==> src/rtl/sobel_pkg.sv <==
// rtl/sobel_pkg.sv - shared widths, limits and helpers for the Sobel edge stage
// Purpose : constants common to the gradient sub-module and the edge top.
// Ports   : none (package).
package sobel_pkg;

    localparam int PIX_W     = 10;
    localparam int SUM_W     = 12;
    localparam int MAG_W     = 13;
    localparam int MAG_OUT_W = 10;
    localparam int MAG_MAX   = 8184;

    // Clamp a full-range magnitude to the narrower output port width.
    function automatic logic [MAG_OUT_W-1:0] sat_mag(input logic [MAG_W-1:0] mag);
        if (mag > MAG_W'((1 << MAG_OUT_W) - 1)) begin
            sat_mag = '1;
        end else begin
            sat_mag = mag[MAG_OUT_W-1:0];
        end
    endfunction

endpackage

==> src/rtl/sobel_axis_grad.sv <==
// rtl/sobel_axis_grad.sv - one Sobel axis: two 1-2-1 weighted sums then registered |difference|
// Purpose : S1 registers a0+2*a1+a2 and b0+2*b1+b2, S2 registers |sum_a - sum_b|.
// Ports   : clk, rst_n (async, active-low), i_clr (sync clear), i_en_s1 / i_en_s2 (stage
//           load enables), i_a0..i_a2 / i_b0..i_b2 (pixels), o_abs (S2 result).
module sobel_axis_grad
    import sobel_pkg::*;
(
    input  logic             clk,
    input  logic             rst_n,
    input  logic             i_clr,
    input  logic             i_en_s1,
    input  logic             i_en_s2,
    input  logic [PIX_W-1:0] i_a0,
    input  logic [PIX_W-1:0] i_a1,
    input  logic [PIX_W-1:0] i_a2,
    input  logic [PIX_W-1:0] i_b0,
    input  logic [PIX_W-1:0] i_b1,
    input  logic [PIX_W-1:0] i_b2,
    output logic [SUM_W-1:0] o_abs
);

    logic [SUM_W-1:0]        r_sum_a;
    logic [SUM_W-1:0]        r_sum_b;
    logic [SUM_W-1:0]        r_abs;
    logic [SUM_W-1:0]        w_sum_a;
    logic [SUM_W-1:0]        w_sum_b;
    logic signed [SUM_W:0]   w_diff;
    logic [SUM_W-1:0]        w_abs;

    assign w_sum_a = SUM_W'(i_a0) + SUM_W'({i_a1, 1'b0}) + SUM_W'(i_a2);
    assign w_sum_b = SUM_W'(i_b0) + SUM_W'({i_b1, 1'b0}) + SUM_W'(i_b2);

    // One extra bit keeps the signed difference exact; |diff| always fits back in SUM_W.
    assign w_diff = $signed({1'b0, r_sum_a}) - $signed({1'b0, r_sum_b});
    assign w_abs  = w_diff[SUM_W] ? SUM_W'(-w_diff) : w_diff[SUM_W-1:0];

    always_ff @(posedge clk or negedge rst_n) begin
        if (!rst_n) begin
            r_sum_a <= '0;
            r_sum_b <= '0;
            r_abs   <= '0;
        end else if (i_clr) begin
            r_sum_a <= '0;
            r_sum_b <= '0;
            r_abs   <= '0;
        end else begin
            if (i_en_s1) begin
                r_sum_a <= w_sum_a;
                r_sum_b <= w_sum_b;
            end
            if (i_en_s2) begin
                r_abs <= w_abs;
            end
        end
    end

    assign o_abs = r_abs;

endmodule

==> src/rtl/sobel_edge_win3x3.sv <==
// rtl/sobel_edge_win3x3.sv - 3x3 window Sobel |Gx|+|Gy| threshold with border suppression
// Purpose : 3-stage free-running pipeline turning window strobes into edge-pixel strobes,
//           with frame position tracking and an end-of-frame pulse.
// Ports   : clk, rst_n (async, active-low), aclr (sync frame clear), win_en + p11..p33
//           (window in), threshold (per window), post_edge / post_en / frame_done (out).
// Config  : SOBEL_MAG_OUT_EN adds post_mag, the saturated magnitude (0 on border windows).
module sobel_edge_win3x3
    import sobel_pkg::*;
#(
    parameter int IMG_W = 640,
    parameter int IMG_H = 480
)(
    input  logic                 clk,
    input  logic                 rst_n,
    input  logic                 aclr,
    input  logic                 win_en,
    input  logic [PIX_W-1:0]     p11,
    input  logic [PIX_W-1:0]     p12,
    input  logic [PIX_W-1:0]     p13,
    input  logic [PIX_W-1:0]     p21,
    input  logic [PIX_W-1:0]     p22,
    input  logic [PIX_W-1:0]     p23,
    input  logic [PIX_W-1:0]     p31,
    input  logic [PIX_W-1:0]     p32,
    input  logic [PIX_W-1:0]     p33,
    input  logic [MAG_W-1:0]     threshold,
    output logic                 post_edge,
    output logic                 post_en,
    output logic                 frame_done
`ifdef SOBEL_MAG_OUT_EN
    ,
    output logic [MAG_OUT_W-1:0] post_mag
`endif
);

    localparam int COL_W = (IMG_W > 2) ? $clog2(IMG_W) : 2;
    localparam int ROW_W = (IMG_H > 2) ? $clog2(IMG_H) : 2;
    localparam logic [COL_W-1:0] COL_LAST = COL_W'(IMG_W - 1);
    localparam logic [ROW_W-1:0] ROW_LAST = ROW_W'(IMG_H - 1);

    logic [COL_W-1:0] r_col;
    logic [ROW_W-1:0] r_row;

    // Tags travelling alongside the data through S1 and S2.
    logic             r_v1;
    logic             r_v2;
    logic             r_bord1;
    logic             r_bord2;
    logic             r_last1;
    logic             r_last2;
    logic [MAG_W-1:0] r_thr1;
    logic [MAG_W-1:0] r_thr2;

    logic             w_col_last;
    logic             w_row_last;
    logic             w_border;
    logic [SUM_W-1:0] w_gx;
    logic [SUM_W-1:0] w_gy;
    logic [MAG_W-1:0] w_mag;
    logic             w_edge;

    assign w_col_last = (r_col == COL_LAST);
    assign w_row_last = (r_row == ROW_LAST);
    // The first two rows/columns never see a full 3x3 neighbourhood of real pixels.
    assign w_border   = (r_row < ROW_W'(2)) | (r_col < COL_W'(2));

    // X axis: right column minus left column.
    sobel_axis_grad u_grad_x (
        .clk     (clk),
        .rst_n   (rst_n),
        .i_clr   (aclr),
        .i_en_s1 (win_en),
        .i_en_s2 (r_v1),
        .i_a0    (p13),
        .i_a1    (p23),
        .i_a2    (p33),
        .i_b0    (p11),
        .i_b1    (p21),
        .i_b2    (p31),
        .o_abs   (w_gx)
    );

    // Y axis: bottom row minus top row.
    sobel_axis_grad u_grad_y (
        .clk     (clk),
        .rst_n   (rst_n),
        .i_clr   (aclr),
        .i_en_s1 (win_en),
        .i_en_s2 (r_v1),
        .i_a0    (p31),
        .i_a1    (p32),
        .i_a2    (p33),
        .i_b0    (p11),
        .i_b1    (p12),
        .i_b2    (p13),
        .o_abs   (w_gy)
    );

    // Sum of two 12-bit magnitudes never exceeds MAG_MAX, so 13 bits cannot overflow.
    assign w_mag  = MAG_W'(w_gx) + MAG_W'(w_gy);
    assign w_edge = (w_mag >= r_thr2) & ~r_bord2;

    always_ff @(posedge clk or negedge rst_n) begin
        if (!rst_n) begin
            r_col      <= '0;
            r_row      <= '0;
            r_v1       <= 1'b0;
            r_v2       <= 1'b0;
            r_bord1    <= 1'b0;
            r_bord2    <= 1'b0;
            r_last1    <= 1'b0;
            r_last2    <= 1'b0;
            r_thr1     <= '0;
            r_thr2     <= '0;
            post_en    <= 1'b0;
            post_edge  <= 1'b0;
            frame_done <= 1'b0;
        end else if (aclr) begin
            r_col      <= '0;
            r_row      <= '0;
            r_v1       <= 1'b0;
            r_v2       <= 1'b0;
            r_bord1    <= 1'b0;
            r_bord2    <= 1'b0;
            r_last1    <= 1'b0;
            r_last2    <= 1'b0;
            r_thr1     <= '0;
            r_thr2     <= '0;
            post_en    <= 1'b0;
            post_edge  <= 1'b0;
            frame_done <= 1'b0;
        end else begin
            // S1: position bookkeeping and tag capture with the window.
            if (win_en) begin
                r_bord1 <= w_border;
                r_last1 <= w_col_last & w_row_last;
                r_thr1  <= threshold;
                if (w_col_last) begin
                    r_col <= '0;
                    r_row <= w_row_last ? '0 : r_row + 1'b1;
                end else begin
                    r_col <= r_col + 1'b1;
                end
            end
            r_v1 <= win_en;

            // S2
            if (r_v1) begin
                r_bord2 <= r_bord1;
                r_last2 <= r_last1;
                r_thr2  <= r_thr1;
            end
            r_v2 <= r_v1;

            // S3: post_edge holds between results; frame_done is a strict pulse.
            post_en    <= r_v2;
            frame_done <= r_v2 & r_last2;
            if (r_v2) begin
                post_edge <= w_edge;
            end
        end
    end

`ifdef SOBEL_MAG_OUT_EN
    always_ff @(posedge clk or negedge rst_n) begin
        if (!rst_n) begin
            post_mag <= '0;
        end else if (aclr) begin
            post_mag <= '0;
        end else if (r_v2) begin
            post_mag <= r_bord2 ? '0 : sat_mag(w_mag);
        end
    end
`endif

endmodule

==> config.mk <==
export PLATFORM = sky130hd
export DESIGN_NAME = sobel_edge_win3x3
export DESIGN_NICKNAME = d
export VERILOG_FILES = /design/src/rtl/sobel_pkg.sv /design/src/rtl/sobel_axis_grad.sv /design/src/rtl/sobel_edge_win3x3.sv
export SDC_FILE = /design/constraint.sdc
export NUM_CORES = 1
export LEC_CHECK = 0
export ABC_CLOCK_PERIOD_IN_PS = 6000
export CAP_MARGIN = 10
export CORE_ASPECT_RATIO = 1.1
export CORE_UTILIZATION = 55
export CTS_CLUSTER_SIZE = 20
export DETAILED_ROUTE_END_ITERATION = 8
export PLACE_DENSITY_LB_ADDON = 0.3
export SLEW_MARGIN = 10
export SYNTH_ARGS = -nofsm -noshare
export SYNTH_HDL_FRONTEND = slang
export SYNTH_HIERARCHICAL = 1
export SYNTH_SLANG_ARGS = --single-unit
export TNS_END_PERCENT = 20
==> constraint.sdc <==
create_clock -name clk -period 6 [get_ports clk]
set_clock_uncertainty 0.1 [all_clocks]
set_input_delay 0.6 -clock clk [delete_from_list [all_inputs] [get_ports clk]]
set_output_delay 0.6 -clock clk [all_outputs]
set_load 0.01 [all_outputs]
# --- Yosys cells after proc, flatten, opt, wreduce, memory -nomap -nowiden ---
# Index checks and enable logic that the tools add are counted.
totals:
  word_cells: 88
  reg_bits: 126
classes:
  add_sub_neg: 15
  reduce_logical: 5
  bitwise: 5
  n_lt_le_gt_ge: 3
  n_eq_ne: 2
  muxes: 39
op_table:
  columns: ["cell", "n"]
  rows:
  - ["2-to-1 mux 12 bit", 14]
  - ["2-to-1 mux 13 bit", 4]
  - ["adder 10 x 11 -> 12 bit", 4]
  - ["adder 12 x 10 -> 12 bit", 4]
  - ["2-to-1 mux 9 bit", 4]
  - ["2-to-1 mux 10 bit", 3]
  - ["subtractor 12 x 12 -> 13 bit", 2]
  - ["negator 12 bit", 2]
  - ["2-to-1 mux 1 bit", 14]
  - ["adder 12 x 12 -> 13 bit", 1]
  - [">= comparator 13 bit", 1]
  - ["adder 10 x 1 -> 10 bit, second input constant", 1]
  - ["equality test 10 bit, second input constant", 1]
  - ["less-than comparator 10 x 2 -> 1 bit, second input constant", 1]
  - ["adder 9 x 1 -> 9 bit, second input constant", 1]
  - ["equality test 9 bit, second input constant", 1]
  - ["less-than comparator 9 x 2 -> 1 bit, second input constant", 1]
  - ["nonzero test 2 bit", 4]
  - ["AND 1 bit", 3]
  - ["AND reduction 2 bit", 1]
  - ["inverter 1 bit", 1]
  - ["OR 1 bit", 1]

# --- Longest topological paths before layout ---
# Gate-level depths: netlist (run 1).
depth:
  ltp_word: 5
  ltp_mapped: 14
  mapped_depth_nobuf: 14

# --- Hierarchy ---
# Netlist (run 1), hierarchy kept.
modules_own_cells:
  columns: ["mod", "seq_area_each_um2", "cells_per_inst", "n_inst", "area_each_um2"]
  rows:
  - ["sobel_axis_grad at u_grad_y", 900.9, 362, 1, 3440.8]
  - ["sobel_axis_grad at u_grad_x", 900.9, 362, 1, 3424.5]
  - ["sobel_edge_win3x3", 1351.3, 343, 1, 3223.1]

# --- Worst setup path after synthesis (run 1) ---
# OpenSTA, ideal clock, no wires.
synth_path:
  path_type: "in2reg"
  startpoint: "in p13[1]"
  endpoint: "reg u_grad_x.r_sum_a[11]"
  cell_stages: 11
  arrival_ns: 2.839
  path_buffers: 0
  slack_ns: 2.913
  cell_sequence: "fa_1 > ha_1 > fa_1 > a21o_1 > a21oi_1 > o21bai_1 > a21oi_1 > o21ai_0 > a21o_1 > a21oi_1 > a211oi_1"
synth_between:
  elab_chain_cells: 4
synth_lines:
  columns: ["item", "line", "source"]
  rows:
  - ["from (decl)", "sobel_edge_win3x3.sv:19", "input logic [PIX_W-1:0] p13,"]
  - ["adder 10 x 11 -> 12 bit", "sobel_axis_grad.sv:30", "assign w_sum_a = SUM_W'(i_a0) + SUM_W'({i_a1, 1'b0}) + SUM_W'(i_a2);"]
  - ["adder 12 x 10 -> 12 bit", "sobel_axis_grad.sv:30", null]
  - ["2-to-1 mux 12 bit", "sobel_axis_grad.sv:47", "if (i_en_s1) begin"]
  - ["2-to-1 mux 12 bit", "sobel_axis_grad.sv:42", "end else if (i_clr) begin"]
  - ["to (signal assigned)", "sobel_axis_grad.sv:48", "r_sum_a <= w_sum_a;"]
  - ["to (decl)", "sobel_axis_grad.sv:22", "logic [SUM_W-1:0] r_sum_a;"]
# Every way passes these cells. The select of a mux whose other input is x is not followed.
# A chain may end at the register's enable or synchronous reset.

# --- Worst setup path in the final report (run 1) ---
layout_path:
  startpoint: "in p11[1]"
  endpoint: "reg u_grad_y.r_sum_b[9]"
layout_between:
  elab_chain_cells: 4
layout_lines:
  columns: ["item", "line", "source"]
  rows:
  - ["from (decl)", "sobel_edge_win3x3.sv:17", "input logic [PIX_W-1:0] p11,"]
  - ["adder 10 x 11 -> 12 bit", "sobel_axis_grad.sv:31", "assign w_sum_b = SUM_W'(i_b0) + SUM_W'({i_b1, 1'b0}) + SUM_W'(i_b2);"]
  - ["adder 12 x 10 -> 12 bit", "sobel_axis_grad.sv:31", null]
  - ["2-to-1 mux 12 bit", "sobel_axis_grad.sv:47", null]
  - ["2-to-1 mux 12 bit", "sobel_axis_grad.sv:42", null]
  - ["to (signal assigned)", "sobel_axis_grad.sv:49", "r_sum_b <= w_sum_b;"]
  - ["to (decl)", "sobel_axis_grad.sv:23", "logic [SUM_W-1:0] r_sum_b;"]
# Every way passes these cells. The select of a mux whose other input is x is not followed.

==> metrics.txt, run 1 <==
status=complete, no violations; WL/cell=16.4 µm; Post-synth top cells=nor2_1, dfrtp_1, ha_1; via density per instance=5.70; EDFF count, synth=0; Root Driver=clkbuf_16; post-route setup TNS=0 ns; Worst-Margin Slew=0.996 ns; WHS=0.230 ns; Overall Global Routing Usage=25.5%; Max Freq=0.277 GHz; fin. max-slew vios=0; final WL=23000 µm; Lkg Pwr=5.41 nW; crit start category=input pin; Core ar.=17800 µm²; cts repair resizes=0; hold crit path type=input pin to async pin; Int Power=2.42 mW; Cells after Synth=1067; leading post-synthesis cells by cell area=dfrtp_1, ha_1, fa_1, mux2i_1, nor2_1; Area Growth Syn to Fin=17.6%; Congestion Overflow GR=0; width of the die=131 µm; register bit total from synthesis=126; ant diodes=0; R2R cell count=12; # rows=51; layout cells sized above 1=5.31%; H-tree depth=4; number of global-route vias before repair=8321; Flop pwr share=25.7%; largest net degree at the start of global routing=80; syn nets=1314; CP Capture Type=register; final hold vios=0; power per cell area=329 nW/µm²; first-pass GRT wire length=38400 µm; router iterations before antenna repair=5; HPWL Detailed=17600 µm; maximum buffer depth of the clock tree=2; initial antenna violation count=0; setup ws final=2.39 ns; top-count cell post-synth=nor2_1; synthesized cell area=10100 µm²; flop2flop setup slack=2.52 ns; Sw Ratio=38.0%; Seq/Total Area, Yosys=31.3%; RSZ-0062 raised after global routing=false; Yosys top cell area share=31.3%; setup bufs post-CTS=0; power share of the clock group=27.4%; pre-CTS WS=2.00 ns; Post-synth ARST share=100%; synth unique cells=79; # port buffers=99; combinational group share of total power=46.9%; CTS clk-pin slew, worst paths=0.06 ns; Mean Syn Cell Area=9.45 µm²; Yosys warnings=6; top_reg_cell synth=dfrtp_1; Tmin final=3.61 ns; critical path peak fanout=2; gpl congestion=0.889; reg-to-reg endpoint=u_grad_x/o_abs[9]; Power, Total=3.90 mW; max-cap viol count=0; hold buffer count at cts=0; Crit Path Class=input pin to register; Initial Utilization=56.7%; Final #Nets=1402; CTS tree=done; Clock Latency Late Sink=0.42 ns; initial drt markers=490; clock buffer count from CTS=17; Slew HR=33.6%; post-route ant nets=0; signal arrival time at the worst endpoint=3.78 ns; fin crit share=60.1%; Post-DP Area=11200 µm²; vias after detailed routing=8008; R2R Path Start=u_grad_x/r_sum_a[0]; drt drc=0; total net switching power=1.48 mW; final setup violation count=0; die area=18900 µm²; worst IR drop on VDD=178 µV; I/O Pins=110; Req. time, crit path=6.18 ns; Final Cell Area=11900 µm²; clock sinks=126; leading area contributor after synthesis=dfrtp_1; Die Y=144 µm
registers in the layout, summed over array words and instances, names as in the netlist, 9 cells and up:
| name | cells |
|---|---|
| r_thr1 | 13 |
| r_thr2 | 13 |
| u_grad_x/o_abs | 12 |
| u_grad_x/r_sum_a | 12 |
| u_grad_x/r_sum_b | 12 |
| u_grad_y/o_abs | 12 |
| u_grad_y/r_sum_a | 12 |
| u_grad_y/r_sum_b | 12 |
| r_col | 10 |
| r_row | 9 |
worst max-delay path, cell delays in order:
cell             delay (ns)
clkdlybuf4s50_1        0.50
fa_1                   0.52
ha_1                   0.27
fa_1                   0.42
a21o_1                 0.18
a21oi_1                0.28
o21bai_1               0.18
a21oi_1                0.25
o21bai_1               0.09
a21o_1                 0.21
xnor2_1                0.19
o22ai_1                0.10
worst max path at each step:
stage	from	end	slack, ns	depth (start not counted)
2_1_floorplan	p13[1]	u_grad_x/r_sum_a[11]	2.91	11
3_3_place_gp	p11[1]	u_grad_y/r_sum_b[9]	2.05	12
3_5_place_dp	p11[1]	u_grad_y/r_sum_b[9]	2.00	12
4_1_cts	p11[1]	u_grad_y/r_sum_b[9]	2.44	12
5_1_grt	u_grad_y/r_sum_a[0]	u_grad_y/o_abs[10]	2.26	12
6_report	p11[1]	u_grad_y/r_sum_b[9]	2.39	12
logic make-up (layout without fill, tap and decap cells):
family / count (synthesis) / count (layout) / share of synthesized area, %
muxes: 69 / 69 / 6.90
DFF: 126 / 126 / 31.3
and+or+nand+nor: 314 / 314 / 14.4
AOI/OAI and AO/OA: 232 / 232 / 16.0
adders and majority gates: 140 / 140 / 20.6
xor gates and xnor gates: 72 / 72 / 6.33
buffers and inverters: 114 / 215 / 4.50
through the flow:
stage | instances | utilization, %
2_1_floorplan | 1067 | -
3_3_place_gp | 1374 | 63.2
3_5_place_dp | 1374 | 63.2
4_1_cts | 1406 | 66.6
5_1_grt | 1406 | 66.6
6_report | 1406 | 66.6
metal layers:
layer | GRT usage (%) | vias up | wire length (µm)
met5 | 0 | - | 0
met4 | 11.1 | 0 | 595
met3 | 3.93 | 44 | 849
met2 | 47.8 | 223 | 11700
met1 | 28.9 | 3782 | 9900
li1 | - | 3959 | -
layout make-up:
type	instances	area [µm²]
Multi-Input combinational cell	827	6480
Fill cell	1429	5940
Clock inverter	13	161
Timing Repair Buffer	103	1010
Tap cell	238	298
Inverter	80	300
Clock buffer	19	453
Sequential cell	126	3150
power groups by stage:
stage / registers (mW) / clock network [mW] / logic, mW
4_1_cts: 1.00 / 1.09 / 1.82
3_5_place_dp: 1.01 / 0 / 1.80
6_report: 1.00 / 1.07 / 1.83
5_1_grt: 1.01 / 1.12 / 2.04
3_3_place_gp: 1.01 / 0 / 1.75
2_1_floorplan: 0.995 / 0 / 1.39
placed cells by master, fill, tap and decap left out, drive strengths merged, types with 25 or more instances in the layout:
cell type / synthesis / layout
nand2: 58 / 58
ha: 97 / 97
inv: 80 / 83
clkdlybuf4s50: 0 / 96
mux2i: 68 / 68
a211oi: 25 / 25
o21ai: 42 / 42
a21oi: 59 / 59
fa: 43 / 43
dfrtp: 126 / 126
nor2: 145 / 145
xnor2: 50 / 50
No activity file was read; power rests on OpenSTA's default activity.
==> run 2: changes to the inputs <==
- ABC_CLOCK_PERIOD_IN_PS: 6000 -> 3600
- clock period: 6 -> 3.6 ns (I/O delays scaled with it)
==> metrics.txt, run 2 (synthesis results as in run 1) <==
status=complete, no violations; Int Power=4.20 mW; combinational group share of total power=46.6%; most common cell after layout, fill and taps aside=nor2_1; Crit Path Class=register to register; final WL=22600 µm; # rows=51; width of the die=131 µm; Req. time, crit path=3.80 ns; Max Freq=0.300 GHz; CP peak stage delay=0.58 ns; setup ws final=0.263 ns; HPWL Detailed=17100 µm; # port buffers=99; Area Growth Syn to Fin=19.2%; Worst-Margin Slew=0.744 ns; Final Cell Area=12000 µm²; post-route setup TNS=0 ns; Post-DP Area=11300 µm²; CP Capture Type=register; Initial Utilization=56.7%; most frequent cell on the critical path=inv_1; number of global-route vias before repair=7905; signal arrival time at the worst endpoint=3.54 ns; Overall Global Routing Usage=25.2%; CTS clk-pin slew, worst paths=0.05 ns; clock buffer count from CTS=17; clock sinks=126; flop2flop setup slack=0.26 ns; gpl congestion=0.869; via density per instance=5.60; Sw Ratio=36.9%; Regs by FF count=r_thr1 (13), r_thr2 (13); WL/cell=15.9 µm; ant diodes=0; post-route ant nets=0; maximum buffer depth of the clock tree=2; Tmin final=3.34 ns; final setup violation count=0; first-pass GRT wire length=37600 µm; RSZ-0062 raised after global routing=false; sequential cell area=3150 µm²; max-cap viol count=0; Lkg Pwr=5.49 nW; Buf/Inv on CP=2; setup bufs post-CTS=0; most frequent cells in the layout=nor2_1, dfrtp_1, ha_1; Congestion Overflow GR=0; final hold vios=0; crit-path leading delay family=compound AO/OA/AOI/OAI gates; power per cell area=553 nW/µm²; Die Y=144 µm; fin crit share=92.7%; Slowest cell on crit path=or4_1; router iterations before antenna repair=5; Final Non-Filler Cells=1419; fin. max-slew vios=0; crit start category=register; largest net degree at the start of global routing=69; die area=18900 µm²; Util after Layout=67.5%; CTS tree=done; Slew HR=50.4%; cell-by-cell trace of the critical path=inv_1 > ha_1 > inv_1 > fa_1 > a211oi_1 > nor2_1 > xor2_1 > or4_1 > a2111oi_2 > a31oi_1 > xnor2_1 > o21ai_1; critical path peak fanout=5; initial drt markers=425; layout cells sized above 1=6.35%; pre-CTS WS=-0.00922 ns; area occupied by multi-input gates=6500 µm²; H-tree depth=4; initial antenna violation count=0; drt drc=0; Final #Nets=1415; vias after detailed routing=7952; I/O Pins=110; worst IR drop on VDD=298 µV; post-placement cell count=1386; total net switching power=2.46 mW; power share of the clock group=28.2%; Core ar.=17800 µm²; FILL cells=1402; Flop pwr share=25.2%; hold crit path type=input pin to register; Root Driver=clkbuf_16; Clock Latency Late Sink=0.42 ns
-- run 2: what timing repair did --
item | in CTS | in global routing
hold buffers | 1 | 0
hold endpoints to repair | 58 | 0
setup endpoints to repair | 0 | 1
resized for setup | 0 | 5
-- run 2: final cells by class --
class,instances,area share (%)
Multi-Input combinational cell,827,54.1
Sequential cell,126,26.2
Timing Repair Buffer,116,9.37
Clock buffer,22,3.78
Inverter,80,2.50
Tap cell,238,2.48
Clock inverter,10,1.55
-- run 2: power by group through the flow --
stage	Clock (mW)	Sequential, mW	Combinational [mW]
3_3_place_gp	0	1.70	2.96
4_1_cts	1.90	1.68	3.08
2_1_floorplan	0	1.66	2.32
6_report	1.87	1.68	3.10
3_5_place_dp	0	1.70	3.04
5_1_grt	1.96	1.70	3.45
-- run 2: worst paths after layout --
path,endpoint,cells past startpoint,startpoint
hold reg to reg,u_grad_x/o_abs[9],2,u_grad_x/o_abs[9]
setup / recovery,u_grad_x/o_abs[11],12,u_grad_x/r_sum_a[0]
hold / removal,r_thr1[8],2,aclr
setup reg to reg,u_grad_x/o_abs[11],12,u_grad_x/r_sum_a[0]
min in group asynchronous,r_thr1[2],2,rst_n
max in group asynchronous,u_grad_y/r_sum_a[6],3,rst_n
-- run 2: metrics by stage --
step	power (mW)	hold slack (ns)
floorplan	3.98	-0.0356
global placement	4.65	0.367
detailed placement	4.74	0.367
CTS	6.66	0.279
global route	7.11	0.310
finish	6.65	0.283
-- run 2: metal layers --
| layer | vias to the layer above | share of wire [%] | global-route usage [%] | wire (µm) |
|---|---|---|---|---|
| li1 | 3981 | - | - | - |
| met1 | 3738 | 44 | 29.8 | 10000 |
| met2 | 186 | 49 | 45.0 | 11100 |
| met3 | 47 | 3.4 | 4.38 | 770 |
| met4 | 0 | 2.9 | 11.2 | 654 |
| met5 | - | 0 | 0 | 0 |
